## src/rtl/toy_fetch_queue_pkg.sv

```systemverilog
// ---------------------------------------------------------------------------
// toy_fetch_queue_pkg
//   Shared definitions for the RISC_TOY instruction-fetch front end.
//   - ADDR_W / INSTR_W : word-address and instruction widths
//   - RESET_ADDR_DEF   : default word address fetched first after reset
//   - fetch_entry_t    : one queue entry, an instruction tagged with its PC
// ---------------------------------------------------------------------------
package toy_fetch_queue_pkg;

  localparam int ADDR_W  = 30;
  localparam int INSTR_W = 32;

  localparam logic [ADDR_W-1:0] RESET_ADDR_DEF = '0;

  // Entry layout: instruction in the upper bits, its word address below.
  typedef struct packed {
    logic [INSTR_W-1:0] instr;
    logic [ADDR_W-1:0]  pc;
  } fetch_entry_t;

  localparam int ENTRY_W = $bits(fetch_entry_t);

endpackage

```

## src/rtl/toy_fetch_queue_if.sv

```systemverilog
// ---------------------------------------------------------------------------
// toy_fetch_queue_if
//   Bundles the fetch front end's three bus groups:
//   - instruction memory : IREQ, IADDR (out of fetch), INSTR (into fetch)
//   - execute redirect   : REDIR_VALID, REDIR_ADDR (into fetch)
//   - decode handshake   : DEC_VALID, DEC_INSTR, DEC_PC (out), DEC_READY (in)
//   Modport master is the fetch queue; modport slave is its environment.
//
//   Handshake semantics (decode side): DEC_VALID/DEC_INSTR/DEC_PC describe
//   the head entry. A transfer happens on a rising edge where
//   DEC_VALID & DEC_READY are both high and REDIR_VALID is low. DEC_VALID
//   does not depend on DEC_READY; while DEC_VALID is low the payload is
//   stale and must be ignored. A redirect flushes the queue, and a
//   same-cycle DEC_VALID & DEC_READY is then not a transfer.
// ---------------------------------------------------------------------------
interface toy_fetch_queue_if
  import toy_fetch_queue_pkg::*;
();

  logic               IREQ;
  logic [ADDR_W-1:0]  IADDR;
  logic [INSTR_W-1:0] INSTR;

  logic               REDIR_VALID;
  logic [ADDR_W-1:0]  REDIR_ADDR;

  logic               DEC_VALID;
  logic [INSTR_W-1:0] DEC_INSTR;
  logic [ADDR_W-1:0]  DEC_PC;
  logic               DEC_READY;

  modport master (
    output IREQ,
    output IADDR,
    input  INSTR,
    input  REDIR_VALID,
    input  REDIR_ADDR,
    output DEC_VALID,
    output DEC_INSTR,
    output DEC_PC,
    input  DEC_READY
  );

  modport slave (
    input  IREQ,
    input  IADDR,
    output INSTR,
    output REDIR_VALID,
    output REDIR_ADDR,
    input  DEC_VALID,
    input  DEC_INSTR,
    input  DEC_PC,
    output DEC_READY
  );

endinterface

```

## src/rtl/toy_fetch_queue_sync_fifo.sv

```systemverilog
// ---------------------------------------------------------------------------
// toy_fetch_queue_sync_fifo
//   Small synchronous FIFO with show-ahead head output and synchronous flush.
//   Ports:
//     CLK, RSTN   clock / asynchronous active-low reset
//     push        write push_data at the tail (ignored when full)
//     push_data   WIDTH-bit entry
//     pop         advance the head (ignored when empty)
//     flush       empty the FIFO; wins over push and pop
//     count       number of valid entries (log2(DEPTH)+1 bits)
//     head        storage at the read pointer, no extra latency
// ---------------------------------------------------------------------------
module toy_fetch_queue_sync_fifo #(
  parameter int WIDTH = 62,
  parameter int DEPTH = 4
) (
  input  logic                       CLK,
  input  logic                       RSTN,
  input  logic                       push,
  input  logic [WIDTH-1:0]           push_data,
  input  logic                       pop,
  input  logic                       flush,
  output logic [$clog2(DEPTH):0]     count,
  output logic [WIDTH-1:0]           head
);

  localparam int PTR_W = $clog2(DEPTH);
  localparam int CNT_W = PTR_W + 1;
  localparam logic [CNT_W-1:0] FULL_CNT = CNT_W'(DEPTH);

  logic [WIDTH-1:0] mem [DEPTH];
  logic [PTR_W-1:0] wr_ptr;
  logic [PTR_W-1:0] rd_ptr;
  logic             do_push;
  logic             do_pop;

  // The owner never overfills or underflows; the guards only keep the
  // pointers and count coherent if it ever did.
  assign do_push = push & (count != FULL_CNT);
  assign do_pop  = pop  & (count != '0);

  assign head = mem[rd_ptr];

  always_ff @(posedge CLK or negedge RSTN) begin
    if (!RSTN) begin
      for (int i = 0; i < DEPTH; i++) begin
        mem[i] <= '0;
      end
      wr_ptr <= '0;
      rd_ptr <= '0;
      count  <= '0;
    end else if (flush) begin
      // Storage is left as is: the head keeps a stale value that nobody
      // looks at while count is zero.
      wr_ptr <= '0;
      rd_ptr <= '0;
      count  <= '0;
    end else begin
      if (do_push) begin
        mem[wr_ptr] <= push_data;
        wr_ptr      <= wr_ptr + PTR_W'(1);
      end
      if (do_pop) begin
        rd_ptr <= rd_ptr + PTR_W'(1);
      end
      case ({do_push, do_pop})
        2'b10:   count <= count + CNT_W'(1);
        2'b01:   count <= count - CNT_W'(1);
        default: count <= count;
      endcase
    end
  end

endmodule

```

## src/rtl/toy_fetch_queue.sv

```systemverilog
// ---------------------------------------------------------------------------
// toy_fetch_queue
//   Instruction-fetch front end for the RISC_TOY pipeline. Owns the fetch PC,
//   requests synchronous instruction memory, captures the instruction one
//   cycle later, tags it with its PC and buffers it for decode. A taken
//   branch/jump from execute flushes the queue and restarts fetch.
//   Parameters:
//     DEPTH       queue entries (power of two, >= 2)
//     RESET_ADDR  word address fetched first after reset
//   Ports:
//     CLK   clock, rising edge
//     RSTN  asynchronous active-low reset
//     bus   toy_fetch_queue_if.master: IREQ/IADDR/INSTR to memory,
//           REDIR_VALID/REDIR_ADDR from execute, DEC_* handshake to decode
// ---------------------------------------------------------------------------
module toy_fetch_queue
  import toy_fetch_queue_pkg::*;
#(
  parameter int                DEPTH      = 4,
  parameter logic [ADDR_W-1:0] RESET_ADDR = RESET_ADDR_DEF
) (
  input  logic                CLK,
  input  logic                RSTN,
  toy_fetch_queue_if.master   bus
);

  localparam int CNT_W = $clog2(DEPTH) + 1;
  // One spare bit so count + resp_pend can never wrap.
  localparam logic [CNT_W:0] CREDIT_LIM = (CNT_W + 1)'(DEPTH);

  logic [ADDR_W-1:0] pc;
  logic [ADDR_W-1:0] pend_pc;
  logic              resp_pend;
  logic              started;

  logic [CNT_W-1:0]  fifo_count;
  logic [CNT_W:0]    in_flight;
  logic              issue;
  logic              push;
  logic              pop;
  fetch_entry_t      push_entry;
  fetch_entry_t      head_entry;

  // Slots already committed: queued entries plus the response on its way.
  // A pop in this same cycle is deliberately not credited, so every issued
  // request is guaranteed a slot when its response lands.
  assign in_flight = {1'b0, fifo_count} + {{CNT_W{1'b0}}, resp_pend};

  assign issue = started & ~bus.REDIR_VALID & (in_flight < CREDIT_LIM);

  // A redirect in the response cycle means the response is wrong-path.
  assign push = resp_pend & ~bus.REDIR_VALID;
  assign pop  = bus.DEC_VALID & bus.DEC_READY & ~bus.REDIR_VALID;

  assign push_entry = '{instr: bus.INSTR, pc: pend_pc};

  assign bus.IREQ      = issue;
  assign bus.IADDR     = pc;
  assign bus.DEC_VALID = (fifo_count != '0);
  assign bus.DEC_INSTR = head_entry.instr;
  assign bus.DEC_PC    = head_entry.pc;

  always_ff @(posedge CLK or negedge RSTN) begin
    if (!RSTN) begin
      pc        <= RESET_ADDR;
      pend_pc   <= '0;
      resp_pend <= 1'b0;
      started   <= 1'b0;
    end else begin
      started <= 1'b1;
      if (bus.REDIR_VALID) begin
        pc        <= bus.REDIR_ADDR;
        resp_pend <= 1'b0;
      end else begin
        resp_pend <= issue;
        if (issue) begin
          // Natural 30-bit wrap from the top of the address space to zero.
          pc      <= pc + ADDR_W'(1);
          pend_pc <= pc;
        end
      end
    end
  end

  toy_fetch_queue_sync_fifo #(
    .WIDTH (ENTRY_W),
    .DEPTH (DEPTH)
  ) u_fifo (
    .CLK       (CLK),
    .RSTN      (RSTN),
    .push      (push),
    .push_data (push_entry),
    .pop       (pop),
    .flush     (bus.REDIR_VALID),
    .count     (fifo_count),
    .head      (head_entry)
  );

endmodule
```

## src/flat_wrapper.sv

```systemverilog
// flat-port wrapper written by rule: the top's interface ports become plain ports
module toy_fetch_queue_flat import toy_fetch_queue_pkg::*;
#(
  parameter int                DEPTH      = 4,
  parameter logic [ADDR_W-1:0] RESET_ADDR = RESET_ADDR_DEF
)
  (CLK, RSTN, bus_IREQ, bus_IADDR, bus_INSTR, bus_REDIR_VALID, bus_REDIR_ADDR, bus_DEC_VALID, bus_DEC_INSTR, bus_DEC_PC, bus_DEC_READY);
  toy_fetch_queue_if bus_i ();
  input  logic CLK;
  input  logic RSTN;
  output wire logic [$bits(bus_i.IREQ)-1:0] bus_IREQ;
  output wire logic [$bits(bus_i.IADDR)-1:0] bus_IADDR;
  input wire logic [$bits(bus_i.INSTR)-1:0] bus_INSTR;
  input wire logic [$bits(bus_i.REDIR_VALID)-1:0] bus_REDIR_VALID;
  input wire logic [$bits(bus_i.REDIR_ADDR)-1:0] bus_REDIR_ADDR;
  output wire logic [$bits(bus_i.DEC_VALID)-1:0] bus_DEC_VALID;
  output wire logic [$bits(bus_i.DEC_INSTR)-1:0] bus_DEC_INSTR;
  output wire logic [$bits(bus_i.DEC_PC)-1:0] bus_DEC_PC;
  input wire logic [$bits(bus_i.DEC_READY)-1:0] bus_DEC_READY;
  assign bus_IREQ = bus_i.IREQ;
  assign bus_IADDR = bus_i.IADDR;
  assign bus_i.INSTR = bus_INSTR;
  assign bus_i.REDIR_VALID = bus_REDIR_VALID;
  assign bus_i.REDIR_ADDR = bus_REDIR_ADDR;
  assign bus_DEC_VALID = bus_i.DEC_VALID;
  assign bus_DEC_INSTR = bus_i.DEC_INSTR;
  assign bus_DEC_PC = bus_i.DEC_PC;
  assign bus_i.DEC_READY = bus_DEC_READY;
  toy_fetch_queue #(.DEPTH(DEPTH), .RESET_ADDR(RESET_ADDR)) u_core (.CLK(CLK), .RSTN(RSTN), .bus(bus_i));
endmodule
```

## config.mk

```make
export PLATFORM = sky130hd
export DESIGN_NAME = toy_fetch_queue_flat
export DESIGN_NICKNAME = d
export VERILOG_FILES = /design/src/rtl/toy_fetch_queue_pkg.sv /design/src/rtl/toy_fetch_queue_if.sv /design/src/rtl/toy_fetch_queue_sync_fifo.sv /design/src/rtl/toy_fetch_queue.sv /design/src/flat_wrapper.sv
export SDC_FILE = /design/constraint.sdc
export NUM_CORES = 1
export LEC_CHECK = 0
export ABC_CLOCK_PERIOD_IN_PS = 2270
export BUFFER_PORTS_ARGS = -buffer_cell sky130_fd_sc_hd__buf_2
export CAP_MARGIN = 5
export CORE_AREA = 5 5 244 246
export DETAILED_ROUTE_END_ITERATION = 7
export DIE_AREA = 0 0 249 251
export PLACE_DENSITY = 0.46
export SETUP_SLACK_MARGIN = 0.02
export SLEW_MARGIN = 20
export SYNTH_ARGS = -nofsm -noshare
export SYNTH_HDL_FRONTEND = slang
export SYNTH_SLANG_ARGS = --single-unit
```

## constraint.sdc

```tcl
create_clock -name CLK -period 2.27 [get_ports CLK]
set_clock_uncertainty 0.05 [all_clocks]
set_input_delay 0.3405 -clock CLK [delete_from_list [all_inputs] [get_ports CLK]]
set_output_delay 0.3405 -clock CLK [all_outputs]
set_load 0.05 [all_outputs]
```

# Word level (Yosys, flattened, before mapping)
# Cells that the tools add are included.
word_totals:
  register_bits: 317
  latchBits: 0
  ram_bits: 0
  rom_bits: 0
  input_bits: 66
  out_inout_bits: 94
  elab_cells: 57
  n_memories: 0
op_classes:
  add_sub_neg: 6
  mul: 0
  n_div: 0
  magnitude_cmp: 4
  eq_ne: 3
  shift: 0
  mux: 15
  bitwise: 10
  n_reduce_logical: 8
op_table:
  columns: ["cell", "n"]
  rows:
  - ["$bwmux 248", 1]
  - ["$mux 62", 3]
  - ["$bmux 62 s2", 1]
  - ["$demux 62 s2", 1]
  - ["$mux 30", 2]
  - ["$add 30x1->30 const B", 1]
  - ["$mux 2", 4]
  - ["$and 1x1->1", 7]
  - ["$ge 3x3->1 const B", 2]
  - ["$not 2->3", 2]
  - ["$pmux 3 s2", 1]
  - ["$reduce_bool 2->1", 3]
  - ["$reduce_bool 3->1", 2]
  - ["$add 2x1->2 const B", 2]
  - ["$add 3x1->4", 1]
  - ["$lt 4x3->1 const B", 1]
  - ["$reduce_and 2->1", 2]
  - ["$add 3x1->3 const B", 1]
  - ["$lt 3x1->1 const B", 1]
  - ["$mux 3", 1]
  - ["$ne 3x3->1 const B", 1]
  - ["$sub 3x1->3 const B", 1]
  - ["$eq 2x1->1 const B", 1]
  - ["$eq 2x2->1 const B", 1]
  - ["other kinds (3)", 3]

# Longest topological paths before layout
depth:
  depth_word: 7
  depth_mapped: 8
  ltp_nobuf: 7

# By module
# Synthesis repeated with hierarchy kept, for this count alone.
hier_totals:
  cells_unflattened: 1007
  area_unflattened_um2: 14370.0
by_module_without_submodules:
  columns: ["module", "instances", "cells_each", "area_per_inst_um2", "seq_area_each_um2"]
  rows:
  - ["toy_fetch_queue_sync_fifo", 1, 659, 11268.3, 6381.1]
  - ["toy_fetch_queue", 1, 348, 3101.7, 1551.5]

# Least setup slack after synthesis
# Ideal clock, no wire load.
synth_path:
  path_type: "flip-flop to flip-flop"
  startpoint: "reg u_core.pc[7] (netlist: u_core.bus.IADDR[7])"
  endpoint: "reg u_core.pc[15] (netlist: u_core.bus.IADDR[15])"
  setup_ns: 0.120
  arrival_ns: 2.062
  required_ns: 2.100
  path_slack_ns: 0.038
  stages_incl_launch_ff: 6
  path_buffers: 1
  synth_period_minus_slack_ns: 2.232
  cell_sequence: "dfrtp_1 buf_4 nand4_1 nor4_4 or3b_1 a31o_1"
synth_via:
  elab_chain_len: 3
synth_rtl:
  columns: ["element", "line", "text"]
  rows:
  - ["start: declaration", "toy_fetch_queue.sv:31", "logic [ADDR_W-1:0] pc;"]
  - ["start signal: assignment", "toy_fetch_queue.sv:72", "pc <= bus.REDIR_ADDR;"]
  - ["start signal: assignment", "toy_fetch_queue.sv:78", "pc <= pc + ADDR_W'(1);"]
  - ["$add 30x1->30", "toy_fetch_queue.sv:78", null]
  - ["$mux 30", "toy_fetch_queue.sv:76", "if (issue) begin"]
  - ["$mux 30", "toy_fetch_queue.sv:71", "if (bus.REDIR_VALID) begin"]
# Every way passes these cells. The select of a mux whose other input is x is not followed.
# A chain may end at the register's enable or synchronous reset.

# Worst setup path after layout
layout_path:
  startpoint: "reg u_core.u_fifo.rd_ptr[0]"
  endpoint: "out bus_DEC_INSTR[10]"
layout_via:
  elab_chain_len: 4
layout_rtl:
  columns: ["element", "line", "text"]
  rows:
  - ["start: declaration", "toy_fetch_queue_sync_fifo.sv:33", "logic [PTR_W-1:0] rd_ptr;"]
  - ["start signal: assignment", "toy_fetch_queue_sync_fifo.sv:64", "rd_ptr <= rd_ptr + PTR_W'(1);"]
  - ["$not 2->3 (implied by the code)", "toy_fetch_queue_sync_fifo.sv:42", "assign head = mem[rd_ptr];"]
  - ["$bmux 62 s2", "toy_fetch_queue_sync_fifo.sv:42", null]
  - ["$mux 62 (implied by the code) (2 in a row)", "toy_fetch_queue_sync_fifo.sv:42", null]
  - ["end: declaration", "flat_wrapper.sv:17", "output wire logic [$bits(bus_i.DEC_INSTR)-1:0] bus_DEC_INSTR;"]
# Every way passes these cells. The select of a mux whose other input is x is not followed.

==> summary.md <==
| Metric | Value |
|---|---|
| First-pass GRT wire length | 61700 um |
| Asr flop ratio synth | 100% |
| CP Data Arrival Time | 2070 ps |
| Crit path kind | reg -> out |
| Total GRT Usage | 12.4% |
| Sink Count | 317 |
| Crit path capture | bus_DEC_INSTR[10] |
| Drt via density | 4.49 |
| TritonCTS Buffers | 40 |
| Int Pwr | 15.8 mW |
| CP Buf/Inv Count | 3 |
| Worst setup margin | -187 ps |
| Core Area | 0.0571 mm^2 |
| TritonCTS clock tree | built |
| Die area | 0.0625 mm^2 |
| Reg2Reg Depth | 6 |
| Crit Path Max Fanout | 9 |
| Pwr dens | 1340 mW/mm^2 |
| FF+latch count, synth | 317 |
| Minimum clock period | 2460 ps |
| Max clock buf depth | 3 |
| Syn_nets | 1062 |
| Chip width | 249 um |
| First-pass DRT Iterations | 6 |
| Antenna-violating nets left | 0 |
| Core Rows | 88 |
| Worst-skew pair later-pin latency | 570 ps |
| Finished Cell Area | 0.0188 mm^2 |
| Register area share after synthesis | 56.3% |
| Switching share of power | 37.5% |
| Slew Limit Fails | 0 |
| Final Setup Violations | 62 |
| Maximum clock frequency | 0.407 GHz |
| Leakage | 8.76 nW |
| Num ports | 160 |
| Finished Core Util | 33.0% |
| Wire length per cell | 19.3 um |
| VDD IR-drop max | 0.762 mV |
| Layout cells sized above 1 | 47.6% |
| Path category of the worst min-delay check | in -> reg |
| Net count, final | 1334 |
| Syn Inst Count | 990 |
| Sequential power share | 33.7% |
| Global placer's final weighted congestion | 0.761 |
| CP startpoint | u_core.u_fifo.rd_ptr[0] |
| NetSw | 9.48 mW |
| Post-DP HPWL | 25100 um |
| Area grow syn2layout | 33.7% |
| Placed Area | 0.0162 mm^2 |
| Critical path cell sequence | buf_4 -> clkbuf_16 -> mux4_2 -> buf_6 |
| Slew @ Worst Pin | 677 ps |
| Largest net degree at the start of global routing | 73 |
| Status | finished, violations left |
| Critical R2R Capture | u_core.u_fifo.mem[222] |
| R2R Setup Slk | 150 ps |
| Post-Syn Area | 0.0141 mm^2 |
| Period utilisation layout | 108% |
| Initial antenna violation count | 1 |
| Setup crit start kind | register |
| Synth cell types | 49 |
| Crit path max-delay family | buffers and inverters |
| Origin of the critical flop-to-flop path | u_core.u_fifo.count[1] |
| Final Non-Filler Cells | 2055 |
| Worst hold stages | 4 |
| Number of max-cap violations | 0 |
| YS warnings | 0 |
| Port buffer count | 159 |
| Power, Total | 25.3 mW |
| Number of global-route vias before repair | 10100 |
| Critical path's slowest cell | mux4_2 |
| Number of synthesized flops with an enable pin | 0 |
| Rel. slew slack | 54.8% |
| Top_reg_cell synth | dfrtp_1 |
| Die height | 251 um |
| DR iter-0 viols | 439 |
| Clock-pin slew on the worst setup and hold paths | 60 ps |
| Logic pwr share | 41.0% |
| Via count | 9235 |
| Final hold viol count | 0 |
| Failing checks | negative setup slack |
| Drc violations | 0 |
| CP Data Required Time | 1880 ps |
| Starting Density | 24.7% |
| Syn Area/Cell | 14.2 um^2 |
| Root Driver | clkbuf_16 |
| Remaining global-route overflow | 0 |
| Crit. End Element | output pin |
| Max stage delay on crit path | 520 ps |
| WL final | 39600 um |
| CTS HTree Levels | 2 |
| RSZ-0062 raised after global routing | yes |
| Clock power share | 25.2% |
| Crit path depth | 4 |
| Placed Cells incl. Taps | 1909 |
cells in the final DEF (no fill, tap or decap), types with 6 or more instances in the layout:
cell and instances:
buf_2 96, nand3_1 29, dlygate4sd3_1 62, a21oi_1 7
or3_1 6, dfrtp_1 315, buf_12 21, nand4_1 10
inv_1 6, mux2_2 248, o211ai_1 7, nor2_1 18
buf_4 40, clkbuf_8 10, clkbuf_1 7, o21ai_0 18
clkbuf_16 46, nand2_1 124, buf_6 58, a221o_1 8
mux4_2 62
area by class of cell:
class,count,area [um^2]
inverters,8,35.0
repair buffers,288,2730
multi-input cells,607,5830
clock inverters,12,178
diodes,1,2.50
fillers,5643,38300
clock buffers,57,1160
well taps,765,957
flip-flops and latches,317,7940
cell families (layout without fill, tap and decap cells):
kind of cell,after synthesis,in the layout,share of synthesized area [%]
xor gates and xnor gates,6,6,0.373
DFF,317,317,56.3
adders and majority gates,6,6,0.586
other,1,2,0.0266
buffers and inverters,66,365,2.51
and+or+nand+nor,220,220,7.27
muxes,315,315,30.1
AOI/OAI and AO/OA,59,59,2.85
worst min-delay path by stage:
stage / start / end
detailed placement: RSTN / u_core.u_fifo.mem[171]
finish: bus_REDIR_ADDR[20] / u_core.bus.IADDR[20]
global placement: RSTN / u_core.u_fifo.mem[171]
CTS: bus_REDIR_ADDR[20] / u_core.bus.IADDR[20]
floorplan: RSTN / u_core.bus.IADDR[0]
global route: bus_REDIR_ADDR[20] / u_core.bus.IADDR[20]
synthesized netlist by cell type, drive strengths merged, types with 2 or more instances:
| library cell | number | area, um^2 |
|---|---|---|
| and3 | 4 | 25.0 |
| nand2b | 2 | 12.5 |
| nor4 | 4 | 40.0 |
| o211ai | 7 | 52.6 |
| a221o | 8 | 80.1 |
| nor3 | 7 | 51.3 |
| buf | 40 | 257 |
| and2 | 2 | 12.5 |
| a22oi | 4 | 30.0 |
| nor2 | 20 | 77.6 |
| or3 | 6 | 37.5 |
| a31oi | 4 | 25.0 |
| xnor2 | 4 | 35.0 |
| inv | 6 | 22.5 |
| mux2i | 5 | 50.1 |
| xor2 | 2 | 17.5 |
| o311ai | 3 | 26.3 |
| nand3 | 31 | 168 |
| mux2 | 248 | 2790 |
| ha | 5 | 62.6 |
| a21oi | 7 | 35.0 |
| clkbuf | 18 | 67.6 |
| nand2 | 128 | 490 |
| o21ai | 19 | 95.1 |
| or3b | 2 | 17.5 |
| clkinv | 2 | 7.51 |
| mux4 | 62 | 1400 |
| a21o | 2 | 15.0 |
| dfrtp | 317 | 7930 |
| nand4 | 10 | 62.6 |
| a31o | 3 | 26.3 |
stage by stage:
step           hold WS, ps  setup TNS (ps)  setup slack [ps]
2_1_floorplan        -5.09               0              38.1
3_3_place_gp           241               0               116
3_5_place_dp           250               0              85.9
4_1_cts               14.3          -12150              -250
5_1_grt               35.2          -14600              -270
6_report              59.1           -9570              -187
registers in the layout (all words and copies together) (netlist names):
| name | cells |
|---|---|
| u_core.bus.IADDR | 30 |
| u_core.u_fifo.mem | 248 |
| u_core.u_fifo.rd_ptr | 2 |
| u_core.pend_pc | 30 |
| u_core.resp_pend | 1 |
| u_core.u_fifo.count | 3 |
| u_core.u_fifo.wr_ptr | 2 |
| u_core.started | 1 |
worst reg2reg max path, stage by stage, from the launching register on:
cell	delay, ps
dfrtp_1	430
or3b_1	470
nand2_1	160
nor2_2	120
nand2_4	110
buf_12	270
mux2_2	390
routing by layer:
layer / GRT usage, % / wire (um) / vias to the layer above
met4: 2.95 / 819 / 0
met5: 0 / 0 / -
li1: - / - / 4173
met3: 3.72 / 2210 / 55
met2: 19.7 / 18600 / 203
met1: 16.7 / 17900 / 4804
power by group through the flow:
stage | Combinational [mW] | Sequential (mW) | Clock [mW]
after detailed placement | 9.01 | 8.67 | 0
after global routing | 11.1 | 8.79 | 6.88
after floorplan | 6.48 | 8.53 | 0
after global placement | 8.91 | 8.59 | 0
final | 10.4 | 8.54 | 6.38
after CTS | 10.2 | 8.56 | 6.65
timing repair:
| item | CTS | global route |
|---|---|---|
| gates resized for setup | 120 | 9 |
| hold buffers | 62 | 0 |
| gates cloned | 1 | 6 |
| endpoints found under the hold margin | 201 | 0 |
| buffers inserted | 1 | 6 |
| setup endpoints to repair | 63 | 73 |
Power figures use the tool's default switching activity.
